**config.mk**
```make
export PLATFORM = sky130hd
export DESIGN_NAME = cic_3_interp_filter
export DESIGN_NICKNAME = d
export VERILOG_FILES = /design/src/rtl/cic_3_interp_filter.sv
export SDC_FILE = /design/constraint.sdc
export NUM_CORES = 1
export LEC_CHECK = 0
export CAP_MARGIN = 5
export CELL_PAD_IN_SITES_DETAIL_PLACEMENT = 0
export CELL_PAD_IN_SITES_GLOBAL_PLACEMENT = 1
export CORE_ASPECT_RATIO = 1.25
export CORE_UTILIZATION = 43
export DETAILED_ROUTE_END_ITERATION = 6
export PLACE_DENSITY_LB_ADDON = 0.1
export SYNTH_ARGS = -nofsm -noshare
export SYNTH_HDL_FRONTEND = slang
export SYNTH_SLANG_ARGS = --single-unit
```
**constraint.sdc**
```tcl
create_clock -name clk -period 4.3 [get_ports clk]
set_clock_uncertainty 0.1 [all_clocks]
set_input_delay 0.86 -clock clk [delete_from_list [all_inputs] [get_ports clk]]
set_output_delay 0.86 -clock clk [all_outputs]
set_load 0.01 [all_outputs]
```
**src/rtl/cic_3_interp_filter.sv**
```systemverilog
// rtl/cic_3_interp_filter.sv - 3rd-order CIC interpolator, upsampling by M, valid/ready sample input.
// Optional build macro: CIC_INTERP_UNDERRUN_HOLD_EN (underrun slot repeats last accepted sample).
module cic_3_interp_filter #(
  parameter int M     = 10,
  parameter int width = 11
) (
  input  logic                                  clk,
  input  logic                                  reset_n,
  input  logic signed [width-1:0]               in,
  input  logic                                  in_valid,
  output logic                                  in_ready,
  output logic signed [width+$clog2(M**3)-1:0]  out,
  output logic                                  out_valid,
  output logic                                  underrun
);

  localparam int OW = width + $clog2(M**3);
  localparam int PW = (M > 2) ? $clog2(M) : 1;

  logic                   started;
  logic [PW-1:0]          phase;
  logic                   phase_zero;
  logic                   phase_last;
  logic                   accept;
  logic                   slot_miss;

  // sample_q/slot_q decouple the handshake from the comb section by one cycle
  logic signed [width-1:0] sample_q;
  logic                    slot_q;

  logic signed [width-1:0] x1_d;
  logic signed [width:0]   x2_d;
  logic signed [width+1:0] x3_d;
  logic signed [width:0]   y1;
  logic signed [width+1:0] y2;
  logic signed [width+2:0] y3;

  logic signed [OW-1:0]    u;
  logic signed [OW-1:0]    i1;
  logic signed [OW-1:0]    i2;
  logic signed [OW-1:0]    i3;

  assign phase_zero = (phase == '0);
  assign phase_last = (phase == PW'(M - 1));
  assign in_ready   = !started || phase_zero;
  assign accept     = in_valid && in_ready;
  assign slot_miss  = started && phase_zero && !in_valid;

  // Each comb grows by one bit so the difference never overflows
  always_comb begin
    y1 = {sample_q[width-1], sample_q} - {x1_d[width-1], x1_d};
    y2 = {y1[width], y1} - {x2_d[width], x2_d};
    y3 = {y2[width+1], y2} - {x3_d[width+1], x3_d};
  end

  always_ff @(posedge clk or negedge reset_n) begin
    if (!reset_n) begin
      started   <= 1'b0;
      phase     <= '0;
      sample_q  <= '0;
      slot_q    <= 1'b0;
      underrun  <= 1'b0;
      out_valid <= 1'b0;
    end else begin
      if (accept && !started) begin
        started <= 1'b1;
      end
      if (started || accept) begin
        phase <= (started && phase_last) ? '0 : phase + PW'(1);
      end
      if (accept) begin
        sample_q <= in;
      end else if (slot_miss) begin
`ifdef CIC_INTERP_UNDERRUN_HOLD_EN
        sample_q <= sample_q;
`else
        sample_q <= '0;
`endif
      end
      slot_q    <= accept || slot_miss;
      underrun  <= underrun || slot_miss;
      out_valid <= out_valid || accept;
    end
  end

  // Combs run at the slot rate; u carries the zero-stuffed comb output
  always_ff @(posedge clk or negedge reset_n) begin
    if (!reset_n) begin
      x1_d <= '0;
      x2_d <= '0;
      x3_d <= '0;
      u    <= '0;
    end else if (slot_q) begin
      x1_d <= sample_q;
      x2_d <= y1;
      x3_d <= y2;
      u    <= OW'(y3);
    end else begin
      u    <= '0;
    end
  end

  // Integrators wrap freely; the final value is exact modulo 2**OW
  always_ff @(posedge clk or negedge reset_n) begin
    if (!reset_n) begin
      i1 <= '0;
      i2 <= '0;
      i3 <= '0;
    end else begin
      i1 <= i1 + u;
      i2 <= i2 + i1;
      i3 <= i3 + i2;
    end
  end

  assign out = i3;

endmodule
```
* After elaboration in Yosys (flattened, before gate mapping)
Cells that the tools add are included.
** Storage, ports and cells
- Word-level logic and storage cells :: 39
- Register bits :: 139
- Output and inout bits :: 24
- Input port bits :: 14
** Cells by class
- Reductions and logical operators :: 14
- Muxes and demuxes :: 4
- $add $sub $neg :: 7
- Equality and inequality tests :: 1
** Operators with widths (count)
- adder 21 bit :: 3
- 2-to-1 mux 11 bit :: 2
- 2-to-1 mux 21 bit :: 1
- subtractor 13 x 13 -> 14 bit :: 1
- subtractor 12 x 12 -> 13 bit :: 1
- subtractor 11 x 11 -> 12 bit :: 1
- logical AND 1 bit :: 5
- logical OR 1 bit :: 5
- adder 4 x 1 -> 4 bit, second input constant :: 1
- == test 4 bit, second input constant :: 1
- logical NOT 4 bit :: 1
- 2-to-1 mux 4 bit :: 1
- logical NOT 1 bit :: 2
- nonzero test 2 bit :: 1

* Logic depth before layout (Yosys ltp)
Gate-level depths: netlist of the first run.
- Depth after elaboration :: 5
- Depth in mapped cells :: 22
- Depth with buffers taken out :: 22

* Worst setup path after synthesis of the first run
No wires, ideal clock.
- Path kind :: register to register
- From :: register sample_q[1]
- To :: register u[19]
- Slack :: 255 ps
- Buffers on the path :: 0
- Library setup time :: 99 ps
- Period minus slack after synthesis :: 4045 ps
- Arrival :: 3845 ps
- Cell stages (with the launch flop) :: 18
- Data required time :: 4101 ps
- Cell sequence :: dfrtp_1 -> ha_1 -> nor2b_1 -> o21ai_0 -> a21boi_0 -> o31ai_1 -> a21boi_0 -> ha_1 -> o21a_1 -> o31a_1 -> o211a_1 -> o21a_1 -> o21a_1 -> o31ai_1 -> ha_1 -> nand2b_1 -> a21boi_0 -> a311oi_1
** On the way
- Longest elaborated chain between the ends :: 4
** Ends and longest elaborated chain
- start, declared :: line 28 : logic signed [width-1:0] sample_q;
- start signal, assigned :: line 72 : sample_q <= in;
- subtractor 11 x 11 -> 12 bit :: line 51 : y1 = {sample_q[width-1], sample_q} - {x1_d[width-1], x1_d};
- via y1[5] :: line 34 : logic signed [width:0] y1;
- subtractor 12 x 12 -> 13 bit :: line 52 : y2 = {y1[width], y1} - {x2_d[width], x2_d};
- via y2[12] :: line 35 : logic signed [width+1:0] y2;
- subtractor 13 x 13 -> 14 bit :: line 53 : y3 = {y2[width+1], y2} - {x3_d[width+1], x3_d};
- 2-to-1 mux 21 bit :: line 93 : end else if (slot_q) begin
- end signal, assigned :: line 97 : u <= OW'(y3);
- end, declared :: line 38 : logic signed [OW-1:0] u;
The timed path passes the listed nets, and every way through them passes these cells.
A chain may end at the register's enable or synchronous reset.

* Worst setup path in the final report of the first run
- From :: register sample_q[0]
- To :: register u[19]
Same word-level chain as after synthesis.

==> impl_metrics.csv, run 1 <==
group,metric,value,unit
grt,antenna_found_initial,0,
grt,grt_use_met3,0.0323,
synthesis,synth-async-reset-ratio,1.00,
floorplan,fp.dieW,127,um
grt,overflow,0,
synthesis,yosys-top-cells-area,"dfrtp_1 (39%), ha_1 (15%), xnor2_1 (4.9%), o21ai_0 (4.9%), a21oi_1 (3.5%)",
timing,fin_crit,4.11,ns
detailed_routing,first_iter_violations,146,
synthesis,ys_ff_latch,132,
critical_path,start_kind,"flop",
critical_path,crit_start,"sample_q[0]",
clock_network,cts_num_sinks,132,
critical_path,path_max_fanout,4,
floorplan,ios,38,
critical_path,worstPathArrival,4.32,ns
detailed_routing,via_count,6487,
timing,max_slew.worst_pin.slew,1.05,ns
final_layout,drive_gt1_frac,0.0884,
timing,relSlewSlack,0.289,
final_layout,syn2layout_area_growth,17.7,%
timing,setup_violations,0,
clock_network,cts_buffer_depth,2,
floorplan,initial_core_util,0.444,
final_layout,stdcell_count,1222,
floorplan,dieArea,20200,sq um
synthesis,syn_avg_cell_area,9.49,sq um
clock_network,cts_hold_buf,0,
critical_path,critPathKind,"flop to flop",
placed_design,hpwl,12.6,mm
grt,grt_max_degree,68,
critical_path,endpoint_kind,"flop",
final_layout,fillCellCount,1778,
timing,fin_crit_sh,0.957,
status,status,"finished clean",
timing,hold_viol_final,0,
clock_network,htreeDepth,4,
critical_path,crit_chain,"inv_2 > ha_4 > inv_2 > fa_2 > a21o_1 > a21oi_4 > nor2_1 > o21ai_1 > a22oi_2 > ha_1 > o21a_1 > o31a_1 > a21oi_2 > ha_1 > a21o_1 > a21o_1 > o21ai_2 > a21oi_2 > nor3_2 > o21bai_1 > a311oi_1",
floorplan,dieHeight,159,um
timing,rsz0062_at_grt,"true",
timing,report.final.slew_viol_count,0,
critical_path,r2r_start,"sample_q[0]",
placed_design,dp_slack,-0.0816,ns
clock_network,cts_buffers,17,
final_layout,final_common_cell,"dfrtp_1",
timing,hold_ws,0.329,ns
critical_path,cp_slowest_cell,"dfrtp_1",
grt,top_usage_layer,"met2",
grt,grt_pass1_wl,29.3,mm
hold_path,hp-class,"input pin to async pin",
detailed_routing,via_per_inst,5.31,
synthesis,yosys_warnings,0,
timing,finalWorstSetupSlack,0.186,ns
detailed_routing,drtAntennaViolNets,0,
detailed_routing,drc,0,
grt,grt_use_met1,0.188,
critical_path,reg2regPathDepth,21,
synthesis,ys_seq_area_frac,0.392,
synthesis,syn_area,8440,sq um
final_layout,multiInputGateArea,4920,sq um
grt,grt_pass1_vias,6641,
clock_network,root_buffer,"clkbuf_16",
critical_path,cp_common_cell,"a21o_1",
final_layout,regArea,3300,sq um
synthesis,ys_types,55,
critical_path,rrSetupSlack,0.19,ns
critical_path,cp_data_required_time,4.51,ns
critical_path,endpoint,"u[19]",
critical_path,reg2reg_to,"u[19]",
synthesis,netlist.area_leader.share,0.392,
clock_network,cts_tree,"built",
synthesis,yosys_most_used_dff,"dfrtp_1",
grt,grt_usage,0.182,
clock_network,clk_latency,0.41,ns
synthesis,synth_edf_count,0,
floorplan,core,19000,sq um
final_layout,most-common-layout-cells,"dfrtp_1 (132), ha_1 (98), o21ai_0 (76)",
detailed_routing,wirelength,16.7,mm
timing,clock.fmax,243,MHz
floorplan,rows,56,
detailed_routing,first_pass_iters,4,
grt,met2_usage,0.359,
flow_run,drv_cap,0,
final_layout,diodes,0,
placed_design,dp_cells,1185,
placed_design,io_buffers,37,
synthesis,synth_largest_area_cell,"dfrtp_1",
final_layout,final_nets,1068,
critical_path,cp_slowest_stage_delay,0.38,ns
synthesis,syn_nets,1008,
clock_network,path_clk_slew,0.06,ns
placed_design,gp_congestion,0.881,
detailed_routing,wl_per_cell,13.7,um
synthesis,syn_inst,889,
## cell usage after synthesis, types with 6 or more instances
cell	n
o21a_1	21
nor2_1	65
o21ai_0	82
a31oi_1	6
nor3_1	13
a21boi_0	8
nand2_1	68
a21o_1	27
nand3_1	11
nand2b_1	17
xnor2_1	47
o21bai_1	8
a21oi_1	59
o31ai_1	6
a22o_1	10
clkbuf_1	15
inv_1	65
a211oi_1	10
xor2_1	23
fa_1	6
dfrtp_1	132
nor2b_1	17
ha_1	99
## area by class of cell
class,instances,share of cell area
Clock inverter,9,0.0131
Sequential cell,132,0.333
Inverter,65,0.0246
Multi-Input combinational cell,674,0.496
Timing Repair Buffer,59,0.0553
Tap cell,261,0.0329
Clock buffer,22,0.0457
## what timing repair did
item                                    in CTS  in global routing
pin swaps                                    0                 26
endpoints found under the setup margin       2                  5
buffers inserted                             0                  6
gates resized for setup                      5                 26
## through the flow
step / utilization / instance area, sq um / TNS [ns]
global route: 0.523 / 9930 / -0.306
floorplan: - / 8440 / 0
detailed placement: 0.484 / 9200 / -0.139
finish: 0.523 / 9930 / 0
CTS: 0.516 / 9800 / 0
global placement: 0.484 / 9200 / 0
## sequential cells by signal, summed over array words and instances (netlist names)
name and cells:
x2_d 12, x1_d 11, u 14, x3_d 13, phase 4, out_valid 1, i2 21, slot_q 1
started 1, sample_q 11, underrun 1, i1 21, out 21
## how the worst min path moves through the flow
stage | endpoint | slack, ns | startpoint | depth (start not counted)
final | out[3] | 0.33 | reset_n | 1
after global routing | underrun | 0.37 | underrun | 1
after CTS | u[0] | 0.36 | reset_n | 1
after detailed placement | underrun | 0.34 | underrun | 1
after global placement | underrun | 0.34 | underrun | 1
after floorplan | i1[0] | 0.36 | u[0] | 1
## worst max-delay path, delay by kind of cell, from the launching register on
kind	cells	cell delay [ns]
compound gates	13	2.01
fa+ha+maj	4	1.16
buf+inv	2	0.12
flops	1	0.38
simple gates	2	0.23
## cell families (layout without fill, tap and decap cells)
| kind of cell | after synthesis | in the layout | synth area share |
|---|---|---|---|
| compound gates | 270 | 270 | 0.205 |
| xor+xnor | 70 | 70 | 0.0727 |
| mux | 7 | 7 | 0.00905 |
| flops | 132 | 132 | 0.392 |
| buf+inv | 83 | 155 | 0.0369 |
| fa+ha+maj | 105 | 105 | 0.161 |
| simple gates | 222 | 222 | 0.124 |
## routing by layer
metal / up-vias / routed length, um / share of wire
met2: 86 / 9120 / 0.55
li1: 3299 / - / -
met5: - / 0 / 0
met3: 25 / 344 / 0.021
met1: 3077 / 6900 / 0.41
met4: 0 / 362 / 0.022
Power of run 1 is left out: the tool's default activity adds up to more than one toggle a clock period on the data nets, which glitch-free logic cannot reach.
==> run 2: changes to the inputs <==
--- a/config.mk
+++ b/config.mk
@@ -12,6 +12,7 @@
 export CORE_UTILIZATION = 43
 export DETAILED_ROUTE_END_ITERATION = 6
 export PLACE_DENSITY_LB_ADDON = 0.1
+export SETUP_SLACK_MARGIN = 0.05
 export SYNTH_ARGS = -nofsm -noshare
 export SYNTH_HDL_FRONTEND = slang
 export SYNTH_SLANG_ARGS = --single-unit
==> run 2 against run 1 <==
Wire length rose by 0.29%. Register-to-register slack lost 0.07 ns. Non-clock buffer count increased by 1. Via count shrank 0.34%. Setup slack lost 0.069 ns.
==> impl_metrics.csv, run 2 (synthesized netlist as in run 1, its figures left out) <==
group,metric,value,unit
timing,report.final.slew_viol_count,0,
clock_network,clk_latency,0.41,ns
detailed_routing,wirelength,16.8,mm
critical_path,rrSetupSlack,0.12,ns
clock_network,cts_hold_buf,0,
critical_path,path_max_fanout,3,
final_layout,final_nets,1069,
timing,relSlewSlack,0.286,
critical_path,critPathKind,"flop to flop",
critical_path,cp_slowest_cell,"dfrtp_1",
critical_path,crit_chain,"inv_2 > ha_4 > inv_2 > fa_2 > xor2_2 > ha_1 > nor2b_4 > o21a_1 > o21a_1 > o31a_1 > o211a_1 > o21a_1 > o21a_1 > o31ai_2 > ha_1 > nand2b_4 > a21boi_4 > a311oi_2",
floorplan,dieArea,20200,sq um
final_layout,stdcell_count,1223,
final_layout,most-common-layout-cells,"dfrtp_1 (132), ha_1 (97), o21ai_0 (75)",
grt,overflow,0,
clock_network,root_buffer,"clkbuf_16",
flow_run,drv_cap,0,
hold_path,hp-class,"input pin to async pin",
timing,hold_ws,0.329,ns
floorplan,initial_core_util,0.444,
critical_path,cp_data_required_time,4.52,ns
critical_path,worstPathArrival,4.40,ns
clock_network,cts_buffers,17,
detailed_routing,via_per_inst,5.29,
clock_network,cts_tree,"built",
timing,hold_viol_final,0,
status,status,"finished clean",
detailed_routing,drc,0,
placed_design,io_buffers,37,
final_layout,drive_gt1_frac,0.0936,
grt,grt_max_degree,68,
final_layout,diodes,0,
detailed_routing,drtAntennaViolNets,0,
placed_design,hpwl,12.6,mm
detailed_routing,first_iter_violations,170,
floorplan,dieHeight,159,um
floorplan,core,19000,sq um
final_layout,final_common_cell,"dfrtp_1",
placed_design,dp_cells,1185,
critical_path,cp_slowest_stage_delay,0.38,ns
detailed_routing,first_pass_iters,4,
grt,antenna_found_initial,0,
timing,rsz0062_at_grt,"true",
clock_network,cts_buffer_depth,2,
floorplan,rows,56,
timing,max_slew.worst_pin.slew,1.06,ns
final_layout,syn2layout_area_growth,18.3,%
critical_path,critPathBufInv,2,
timing,clock.fmax,239,MHz
grt,grt_usage,0.182,
critical_path,endpoint_kind,"flop",
detailed_routing,wl_per_cell,13.7,um
grt,grt_pass1_wl,29.3,mm
critical_path,cp_common_cell,"o21a_1",
clock_network,htreeDepth,4,
clock_network,path_clk_slew,0.06,ns
clock_network,cts_num_sinks,132,
critical_path,start_kind,"flop",
placed_design,gp_congestion,0.881,
floorplan,ios,38,
timing,fin_crit,4.18,ns
timing,setup_violations,0,
detailed_routing,via_count,6465,
grt,grt_pass1_vias,6640,
floorplan,fp.dieW,127,um
timing,fin_crit_sh,0.973,
critical_path,crit_family,"compound AO/OA/AOI/OAI gates",
-- run 2: changes by cell type in the layout (fill, tap and decap cells not counted), sizes merged --
cell,change
buf,+1
-- run 2: what timing repair did --
| action | CTS | global route |
|---|---|---|
| setup endpoints to repair | 3 | 5 |
| gates resized for setup | 6 | 33 |
| pin swaps | 6 | 23 |
| buffers inserted | 0 | 7 |
-- run 2: final cells by class --
type	instances	area (sq um)
tap	261	327
clock buffer	22	454
clock inverter	9	130
fill	1763	9010
multi-input combinational	674	4960
timing repair buffer	60	557
inverter	65	244
sequential	132	3300
-- run 2: final timing paths --
kind                              from  endpoint  cells after the start
min in group clk              underrun  underrun                      1
hold / removal                 reset_n    out[3]                      1
max in group asynchronous      reset_n   x2_d[8]                      2
hold reg to reg               underrun  underrun                      1
setup / recovery           sample_q[0]     u[19]                     18
setup reg to reg           sample_q[0]     u[19]                     18
-- run 2: metal layers --
metal  vias up  wire length, um  GRT usage
li1       3296                -          -
met1      3064             6880      0.188
met2        82             9200      0.359
met3        23              351     0.0323
met4         0              346     0.0737
met5         -                0          0
-- run 2: stage by stage --
stage,util,setup WS (ns),setup TNS (ns),cell area (sq um)
floorplan,-,0.255,0,8440
global placement,0.484,0.0332,0,9200
detailed placement,0.484,-0.0816,-0.139,9200
CTS,0.516,0.0624,0,9800
global route,0.526,-0.0719,-0.210,9980
finish,0.526,0.118,0,9980
Power of run 2 is left out for the same reason.
